$ cat config.mk
export PLATFORM = sky130hd
export DESIGN_NAME = axi4s_lfsr_err_mon
export DESIGN_NICKNAME = d
export VERILOG_FILES = /design/src/rtl/axi4s_lfsr_err_mon.sv
export SDC_FILE = /design/constraint.sdc
export NUM_CORES = 1
export LEC_CHECK = 0
export CAP_MARGIN = 0
export CORE_MARGIN = 2
export CORE_UTILIZATION = 55
export DETAILED_ROUTE_END_ITERATION = 10
export PLACE_DENSITY_LB_ADDON = 0.15
export SLEW_MARGIN = 25
export SYNTH_ARGS = -nofsm -noshare
export SYNTH_HDL_FRONTEND = slang
export SYNTH_SLANG_ARGS = --single-unit
$ cat constraint.sdc
create_clock -name aclk -period 3.06 [get_ports aclk]
set_input_delay 0.918 -clock aclk [delete_from_list [all_inputs] [get_ports aclk]]
set_output_delay 0.918 -clock aclk [all_outputs]
set_load 0.01 [all_outputs]
$ cat src/rtl/axi4s_lfsr_err_mon.sv
// Bit-error monitor after the LFSR checker: lock FSM, per-frame error reports, LOCKED-only running totals.
// Optional macro LFSR_MON_SATURATE_EN: totals saturate instead of wrapping.
module axi4s_lfsr_err_mon #(
    parameter int TDATA_WIDTH  = 8,
    parameter int CNT_WIDTH    = 32,
    parameter int LOCK_BEATS   = 16,
    parameter int UNLOCK_BEATS = 4
) (
    input  logic                   aclk,
    input  logic                   aresetn,
    input  logic                   target_tvalid,
    output logic                   target_tready,
    input  logic [TDATA_WIDTH-1:0] target_tdata,
    input  logic                   target_tlast,
    output logic                   status_tvalid,
    input  logic                   status_tready,
    output logic [CNT_WIDTH-1:0]   status_tdata,
    output logic                   status_tuser,
    input  logic                   clear,
    output logic                   locked,
    output logic [CNT_WIDTH-1:0]   total_beats,
    output logic [CNT_WIDTH-1:0]   total_errs
);
    localparam int RUN_MAX = (LOCK_BEATS > UNLOCK_BEATS) ? LOCK_BEATS : UNLOCK_BEATS;
    localparam int RUN_W   = $clog2(RUN_MAX + 1);
    localparam logic [RUN_W-1:0]     LOCK_TH   = RUN_W'(LOCK_BEATS);
    localparam logic [RUN_W-1:0]     UNLOCK_TH = RUN_W'(UNLOCK_BEATS);
    localparam logic [CNT_WIDTH-1:0] CNT_MAX   = '1;

    typedef enum logic {
        ST_HUNT   = 1'b0,
        ST_LOCKED = 1'b1
    } state_t;

    function automatic logic [CNT_WIDTH-1:0] popcount(input logic [TDATA_WIDTH-1:0] d);
        logic [CNT_WIDTH-1:0] n;
        n = '0;
        for (int i = 0; i < TDATA_WIDTH; i++) begin
            n = n + CNT_WIDTH'(d[i]);
        end
        return n;
    endfunction

    function automatic logic [CNT_WIDTH-1:0] sat_add(input logic [CNT_WIDTH-1:0] a,
                                                     input logic [CNT_WIDTH-1:0] b);
        logic [CNT_WIDTH:0] s;
        s = {1'b0, a} + {1'b0, b};
        return s[CNT_WIDTH] ? CNT_MAX : s[CNT_WIDTH-1:0];
    endfunction

    state_t               r_state;
    state_t               w_state_nxt;
    logic [RUN_W-1:0]     r_run;
    logic [RUN_W-1:0]     w_run_nxt;
    logic [RUN_W-1:0]     w_run_inc;
    logic [CNT_WIDTH-1:0] r_frame_acc;
    logic [CNT_WIDTH-1:0] w_pop;
    logic [CNT_WIDTH-1:0] w_frame_sum;
    logic                 w_clean;
    logic                 w_accept;
    logic                 w_tready;
    logic                 r_status_tvalid;
    logic [CNT_WIDTH-1:0] r_status_tdata;
    logic                 r_status_tuser;
    logic [CNT_WIDTH-1:0] r_total_beats;
    logic [CNT_WIDTH-1:0] r_total_errs;

    assign w_tready    = !r_status_tvalid || status_tready;
    assign w_accept    = target_tvalid && w_tready;
    assign w_pop       = popcount(target_tdata);
    assign w_clean     = (w_pop == '0);
    assign w_frame_sum = sat_add(r_frame_acc, w_pop);
    assign w_run_inc   = r_run + RUN_W'(1);

    // Lock FSM next state: run counts clean beats in HUNT, errored beats in LOCKED.
    always_comb begin
        w_state_nxt = r_state;
        w_run_nxt   = r_run;
        if (w_accept) begin
            case (r_state)
                ST_HUNT: begin
                    if (!w_clean) begin
                        w_run_nxt = '0;
                    end else if (w_run_inc == LOCK_TH) begin
                        w_state_nxt = ST_LOCKED;
                        w_run_nxt   = '0;
                    end else begin
                        w_run_nxt = w_run_inc;
                    end
                end
                ST_LOCKED: begin
                    if (w_clean) begin
                        w_run_nxt = '0;
                    end else if (w_run_inc == UNLOCK_TH) begin
                        w_state_nxt = ST_HUNT;
                        w_run_nxt   = '0;
                    end else begin
                        w_run_nxt = w_run_inc;
                    end
                end
                default: begin
                    w_state_nxt = ST_HUNT;
                    w_run_nxt   = '0;
                end
            endcase
        end else begin
            w_state_nxt = r_state;
            w_run_nxt   = r_run;
        end
    end

    // Lock FSM state and run counter registers.
    always_ff @(posedge aclk or negedge aresetn) begin
        if (!aresetn) begin
            r_state <= ST_HUNT;
            r_run   <= '0;
        end else begin
            r_state <= w_state_nxt;
            r_run   <= w_run_nxt;
        end
    end

    // Frame accumulation and report register; a tlast on the handshake cycle reloads without a bubble.
    always_ff @(posedge aclk or negedge aresetn) begin
        if (!aresetn) begin
            r_frame_acc     <= '0;
            r_status_tvalid <= 1'b0;
            r_status_tdata  <= '0;
            r_status_tuser  <= 1'b0;
        end else if (w_accept && target_tlast) begin
            r_frame_acc     <= '0;
            r_status_tvalid <= 1'b1;
            r_status_tdata  <= w_frame_sum;
            r_status_tuser  <= (r_state == ST_LOCKED);
        end else begin
            if (w_accept) begin
                r_frame_acc <= w_frame_sum;
            end
            if (status_tready) begin
                r_status_tvalid <= 1'b0;
            end
        end
    end

    // Running totals, counted only for beats accepted in LOCKED; clear wins over a same-cycle beat.
    always_ff @(posedge aclk or negedge aresetn) begin
        if (!aresetn) begin
            r_total_beats <= '0;
            r_total_errs  <= '0;
        end else if (clear) begin
            r_total_beats <= '0;
            r_total_errs  <= '0;
        end else if (w_accept && (r_state == ST_LOCKED)) begin
`ifdef LFSR_MON_SATURATE_EN
            r_total_beats <= sat_add(r_total_beats, CNT_WIDTH'(1));
            r_total_errs  <= sat_add(r_total_errs, w_pop);
`else
            r_total_beats <= r_total_beats + CNT_WIDTH'(1);
            r_total_errs  <= r_total_errs + w_pop;
`endif
        end
    end

    assign target_tready = w_tready;
    assign status_tvalid = r_status_tvalid;
    assign status_tdata  = r_status_tdata;
    assign status_tuser  = r_status_tuser;
    assign locked        = (r_state == ST_LOCKED);
    assign total_beats   = r_total_beats;
    assign total_errs    = r_total_errs;

endmodule

==> results.ini <==
[critical_path]
cp_max_fo = 5
max_stage_delay_ns = 0.57
r2r_end = r_frame_acc[16]$_DFFE_PN0P_
cp_slowest_cell = fa_2
crit_chain = buf_6 -> fa_1 -> inv_2 -> fa_1 -> fa_1 -> inv_2 -> ha_4 -> fa_2 -> inv_2 -> fa_2 -> nand2b_4 -> a21o_4 -> nor4_4 -> buf_4 -> nor4b_4 -> a2111oi_2
r2r_slack_ns = 0.23
r2r_start = r_frame_acc[18]$_DFFE_PN0P_
worst_r2r_path_depth = 6
criticalPathCategory = input port to flop
crit_required_ns = 3.37
cp-end-kind = flop
arrival_ns = 5.21
start_kind = input port

[sta]
hold_violations = 0
skew_ns = 0.02067
fin_setup_tns_ns = -154.33
rsz0062_at_grt = yes
slew_headroom_pct = 34.82
min_period_ns = 4.906
hold_ws_ns = 0.4364
setup_ws_ns = -1.846
min_period_over_period_pct = 160.3
slew_viol_final = 0
final-setup-viol-count = 102
tightest_slew_ns = 0.9749
fmax_ghz = 0.2038

[placement]
place_ws_ns = -2.358
gp_congestion = 0.9301
post-dp-hpwl_mm = 15.45
port_buffers = 113

[global_route]
grt_max_degree = 61
gr-usage-all-layers_pct = 36.32
antenna_found_initial = 2
overflow = 0
grt_pass1_vias = 8028
grt_pass1_wl_mm = 42.12

[yosys]
synth.area.top_cells = dfrtp_1 (44%), a21oi_1 (4.7%), nor2_1 (3.8%), xnor2_1 (3.4%), nand2_1 (3.1%)
syn_nets = 871
yosys_warnings = 0
synth_edf_count = 0
ys_ff_latch = 136
syn-cell-area_sq_um = 7699
synth_cells = 838
synth_top_cell_by_area = dfrtp_1
yosysSeqAreaShare_pct = 44.21
yosysUniqueCellTypes = 63
synth.top_cell.area_share_pct = 44.21
yosys_most_used_dff = dfrtp_1
ys_async_sr_fraction_pct = 100.0
postSynthAreaPerCell_sq_um = 9.187

[drt]
avgViaCountPerCell = 6.717
drcViolationCount = 0
drtPass1Iterations = 8
via_count = 8336
dr.first_iter.drc_count = 837
ant_nets = 0
wirelength_mm = 29.67
wire_per_inst_um = 23.91

[cts]
clk_path_buf_depth = 2
cts.sinks = 136
cts_root_buf = clkbuf_16
cts_tree = done
clock_latency_ns = 0.45
cts_buffers = 17
clk_pin_slew_ns = 0.08
ctsHtreeMaxLevel = 4

[cells_and_area]
area_delta_synth_final_pct = 57.00
nNetsFinal = 1081
antenna_cells = 0
drive_gt1_share_pct = 33.55

[floorplanning]
die_y_um = 122.3
start_util_pct = 55.90
die-area_sq_um = 14960
fp-row-count = 43
coreArea_sq_um = 13770
ios = 114
die_w_um = 122.3

[job]
maxCapViolCount = 0

[outcome]
violations = setup timing
status = finished with violations

[power]
p_leak_nw = 4.858
p_per_area_nw_per_um2 = 563.2
p_total_mw = 6.807
ir_worst_vdd_mv = 0.4201

[worst_hold_path]
min_path_type = input port to asynchronous set/reset pin

-- worst max-delay path, delay by kind of cell --
| kind | cells | cell delay [ns] |
|---|---|---|
| buf+inv | 5 | 0.47 |
| compound gates | 2 | 0.60 |
| simple gates | 3 | 0.61 |
| fa+ha+maj | 6 | 2.61 |
-- cell usage after synthesis, types with 13 or more instances --
| cell type | number |
|---|---|
| dfrtp_1 | 136 |
| nand4_1 | 22 |
| nor2_1 | 78 |
| clkbuf_1 | 29 |
| a21oi_1 | 72 |
| nor3_1 | 24 |
| xor2_1 | 22 |
| o21ai_0 | 38 |
| inv_1 | 22 |
| xnor2_1 | 30 |
| nand3_1 | 30 |
| buf_2 | 17 |
| and3_1 | 21 |
| ha_1 | 13 |
| or3_1 | 14 |
| nand2_1 | 64 |
| o31ai_1 | 20 |
| or4_1 | 15 |
| a31oi_1 | 26 |
-- stage by stage --
| step | std cells | area (sq um) | utilization (%) |
|---|---|---|---|
| floorplan | 838 | 8064 | - |
| global placement | 1168 | 9859 | 71.58 |
| detailed placement | 1168 | 9859 | 71.58 |
| CTS | 1226 | 11470 | 83.28 |
| global route | 1241 | 12090 | 87.75 |
| finish | 1241 | 12090 | 87.75 |
-- layout make-up --
type | count | area, sq um
Timing Repair Buffer | 244 | 2410
Fill cell | 619 | 1687
Sequential cell | 136 | 3403
Tap cell | 180 | 225.2
Multi-Input combinational cell | 627 | 5305
Clock buffer | 20 | 436.7
Clock inverter | 12 | 224.0
Inverter | 22 | 82.58
-- cells in the final DEF, fill, tap and decap left out, drive strengths merged, types with 20 or more instances in the layout --
master         synthesis  layout
a21oi                 73      73
a31oi                 26      26
and3                  21      21
buf                   21     135
clkbuf                32      21
clkdlybuf4s50          0     107
dfrtp                136     136
inv                   22      22
nand2                 65      65
nand3                 31      31
nand4                 23      23
nor2                  78      78
nor3                  28      28
o21ai                 38      38
o31ai                 20      20
xnor2                 30      30
xor2                  22      22
-- repair_timing --
action | in CTS | in global routing
hold buffers | 0 | 0
gates cloned | 2 | 0
setup buffers | 27 | 24
resized for setup | 158 | 104
endpoints found under the setup margin | 103 | 103
endpoints found under the hold margin | 0 | 0
pin swaps | 83 | 72
-- state kept, by name (all words and copies together), names as in the netlist --
name and flops:
r_frame_acc 32, status_tdata 32, total_beats 32, total_errs 32, r_run 5, locked 1
status_tuser 1, status_tvalid 1
-- worst max path at each step --
stage | start | endpoint | slack (ns)
after floorplan | target_tdata[0] | r_frame_acc[26]$_DFFE_PN0P_ | -1.68
after detailed placement | target_tdata[0] | r_frame_acc[22]$_DFFE_PN0P_ | -2.36
final | target_tdata[1] | r_frame_acc[16]$_DFFE_PN0P_ | -1.85
after CTS | target_tdata[0] | r_frame_acc[26]$_DFFE_PN0P_ | -1.64
after global routing | target_tdata[1] | r_frame_acc[16]$_DFFE_PN0P_ | -1.93
after global placement | target_tdata[0] | r_frame_acc[26]$_DFFE_PN0P_ | -2.27
-- power by group --
| group | total, mW | switching (mW) | internal (mW) |
|---|---|---|---|
| combinational | 2.26 | 1.11 | 1.15 |
| clock | 2.39 | 0.857 | 1.53 |
| sequential | 2.16 | 0.205 | 1.95 |
| total | 6.81 | 2.17 | 4.64 |
-- logic make-up after synthesis --
group	after synthesis	share of synthesized area, %
AND/OR/NAND/NOR	337	23.66
AO/OA/AOI/OAI	214	17.60
flip-flops	136	44.21
buffers and inverters	75	4.225
XOR/XNOR	52	5.916
adder cells (fa/ha/maj)	19	3.673
multiplexers	5	0.7151
-- metal layers --
| metal | share of wire, % | GRT usage (%) | up-vias | wire (um) |
|---|---|---|---|---|
| met4 | 6.3 | 19.97 | 4 | 1866 |
| met1 | 36 | 44.14 | 4126 | 10770 |
| li1 | - | - | 3500 | - |
| met2 | 50 | 61.08 | 541 | 14820 |
| met5 | 0.091 | 0 | - | 27 |
| met3 | 7.4 | 6.691 | 165 | 2194 |
(Power assumes the default switching activity.)
==> edit (same settings) <==
`CNT_WIDTH`: 32 -> 64.
--- a/src/rtl/axi4s_lfsr_err_mon.sv
+++ b/src/rtl/axi4s_lfsr_err_mon.sv
@@ -2,7 +2,7 @@
 // Optional macro LFSR_MON_SATURATE_EN: totals saturate instead of wrapping.
 module axi4s_lfsr_err_mon #(
     parameter int TDATA_WIDTH  = 8,
-    parameter int CNT_WIDTH    = 32,
+    parameter int CNT_WIDTH    = 64,
     parameter int LOCK_BEATS   = 16,
     parameter int UNLOCK_BEATS = 4
 ) (
Interface: changed (resized status_tdata, total_beats and total_errs); port bits go from 114 to 210. No check against the original RTL was run, so the function may have changed too.
==> edit against the original RTL <==
  * The flow still finishes with violations (negative setup slack)
  * Via count is 79% higher
  * Cell area is 81% higher
  * Clock skew is 0.0086 ns lower
  * Largest cell class unchanged
  * Sequential cell count is 128 higher
  * Die area is 85% higher
  * Synthesized cell count is 91% higher
  * Worst hold slack worse by 0.11 ns
  * Final cell count is 87% higher
  * Synthesized area is 89% higher
  * Routed wire length is 70% higher
  * Power is 41% higher
  * Highest routed layer is now met4
  * Largest power group unchanged
  * Non-clock buffer count is 178 higher
  * Setup slack worse by 0.23 ns
  * Sequential share of layout area is 2.0 points higher
==> edit: results (changes against the original RTL) <==
outcome:
  outcome: "complete, but fails checks"
  violations: "negative setup slack"
yosys:
  synth_xor_area_share_pct: 9.40  # +3.5 points
  synth_area_per_cell_um2: 9.07  # -1.3%
  synth.area.mux_share_pct: 0.0775  # -0.64 points
  synth_nets: 1635  # +88%
  syn_area_um2: 14500  # +89%
  synth_cell_types: 61  # -3.2%
  synthAdderAreaFrac_pct: 1.95  # -1.7 points
  ys_seq_area_share_pct: 45.5  # +1.3 points
  synthTopCellsByArea: "dfrtp_1, xnor2_1, nor2_1"
  synth_compound_area_share_pct: 13.8  # -3.8 points
timing:
  fin_ws_ns: -2.08  # -0.231 ns
  setup_viol: 197  # +93%
  fin_setup_tns_ns: -356.59  # -202.25 ns
  whs_ns: 0.329  # -0.108 ns
  skew_ns: 0.0121  # -0.00860 ns
power:
  p_leak_uw: 0.00895  # +84%
  ir_drop_mv: 0.514  # +22%
finish:
  clockNetworkAreaShare_pct: 4.77  # -0.69 points
  seq_area_um2: 6610  # +94%
  drive_above_1_share_pct: 28.6  # -5.0 points
  multi_input_area_share_pct: 42.7  # -1.2 points
  multi_input_cells: 1201  # +92%
  seq_cells: 264  # +94%
  nets: 1994  # +84%
  inv_count: 42  # +91%
  buffers: 422  # +73%
  num-clock-buffers: 33  # +65%
  n_fill_cell: 1347  # +120%
  instances_no_fill: 2320  # +87%
route:
  first_iter_violations: 1693  # +100%
  dr.pass1.iters: 6  # -2
  vias_per_cell: 6.44  # -4.1%
  wire_per_inst_um: 21.8  # -9.0%
setup_path:
  r2r-start: "r_frame_acc[21]$_DFFE_PN0P_"
  worst-r2r-setup-slack_ns: 0.18  # -0.05 ns
  worstPathMaxFanout: 6  # +1
clocking:
  h-tree-depth: 1  # -3
  path_clk_slew_ns: 0.06  # -0.02 ns
  cts_buffers: 30  # +13
  clkLatencyLatePin_ns: 0.57  # +0.12 ns
  cts_max_path_buffers: 3  # +1
global_routing:
  track_usage_pct: 34.1  # -2.3 points
  antenna_found_initial: 0  # -2
  grt_pass1_vias: 14573  # +82%
  grt_pass1_wl_um: 77700  # +85%
  grt_max_degree: 73  # +20%
placed_design:
  portBuffers: 209  # +85%
  dp_slack_ns: -3.04  # -0.682 ns
  dpl.hpwl_um: 30300  # +96%
-- edit: cell types whose count changed after synthesis, moves of 30 or more --
cell / change
nand2_1: +34
clkbuf_1: +51
and3_1: +30
nor4_1: +40
xnor2_1: +75
dfrtp_1: +128
nand3_1: +32
nand4_1: +42
a21oi_1: +63
nor2_1: +122
-- edit: where the power goes --
part	internal, uW	switching, uW	leakage (uW)
sequential	3670	133	0.00356
combinational	985	953	0.00488
clock	2290	1560	0.000513
total	6950	2650	0.00895
-- edit: routing by layer --
| layer | GRT usage (%) | vias to the layer above | share of wire [%] |
|---|---|---|---|
| met5 | 0 | - | 0 |
| met2 | 58.6 | 794 | 50 |
| met3 | 4.59 | 209 | 6.5 |
| li1 | - | 6528 | - |
| met1 | 43.4 | 7418 | 38 |
| met4 | 14.6 | 0 | 4.9 |
-- edit: worst max-delay path by stage --
stage / to
after floorplan: r_frame_acc[7]$_DFFE_PN0P_
after global placement: r_frame_acc[28]$_DFFE_PN0P_
after detailed placement: r_frame_acc[28]$_DFFE_PN0P_
after CTS: r_frame_acc[45]$_DFFE_PN0P_
after global routing: r_frame_acc[60]$_DFFE_PN0P_
final: r_frame_acc[43]$_DFFE_PN0P_
-- edit: critical path, stage by stage --
cell and delay, ns:
buf_6 0.09, fa_1 0.53, inv_1 0.05, fa_1 0.46
fa_1 0.56, inv_2 0.07, ha_4 0.16, fa_2 0.57
inv_2 0.06, fa_2 0.34, nand2b_4 0.16, a211oi_4 0.29
nand4_1 0.16, or4_4 0.50, buf_12 0.18, buf_16 0.15
a31o_4 0.22, a21oi_2 0.12
-- edit: repair_timing --
item                                    CTS  global route
pin swaps                                98           101
setup buffers                            36            30
endpoints found under the setup margin  199           198
gates resized for setup                 151           129
gates cloned                             13             1
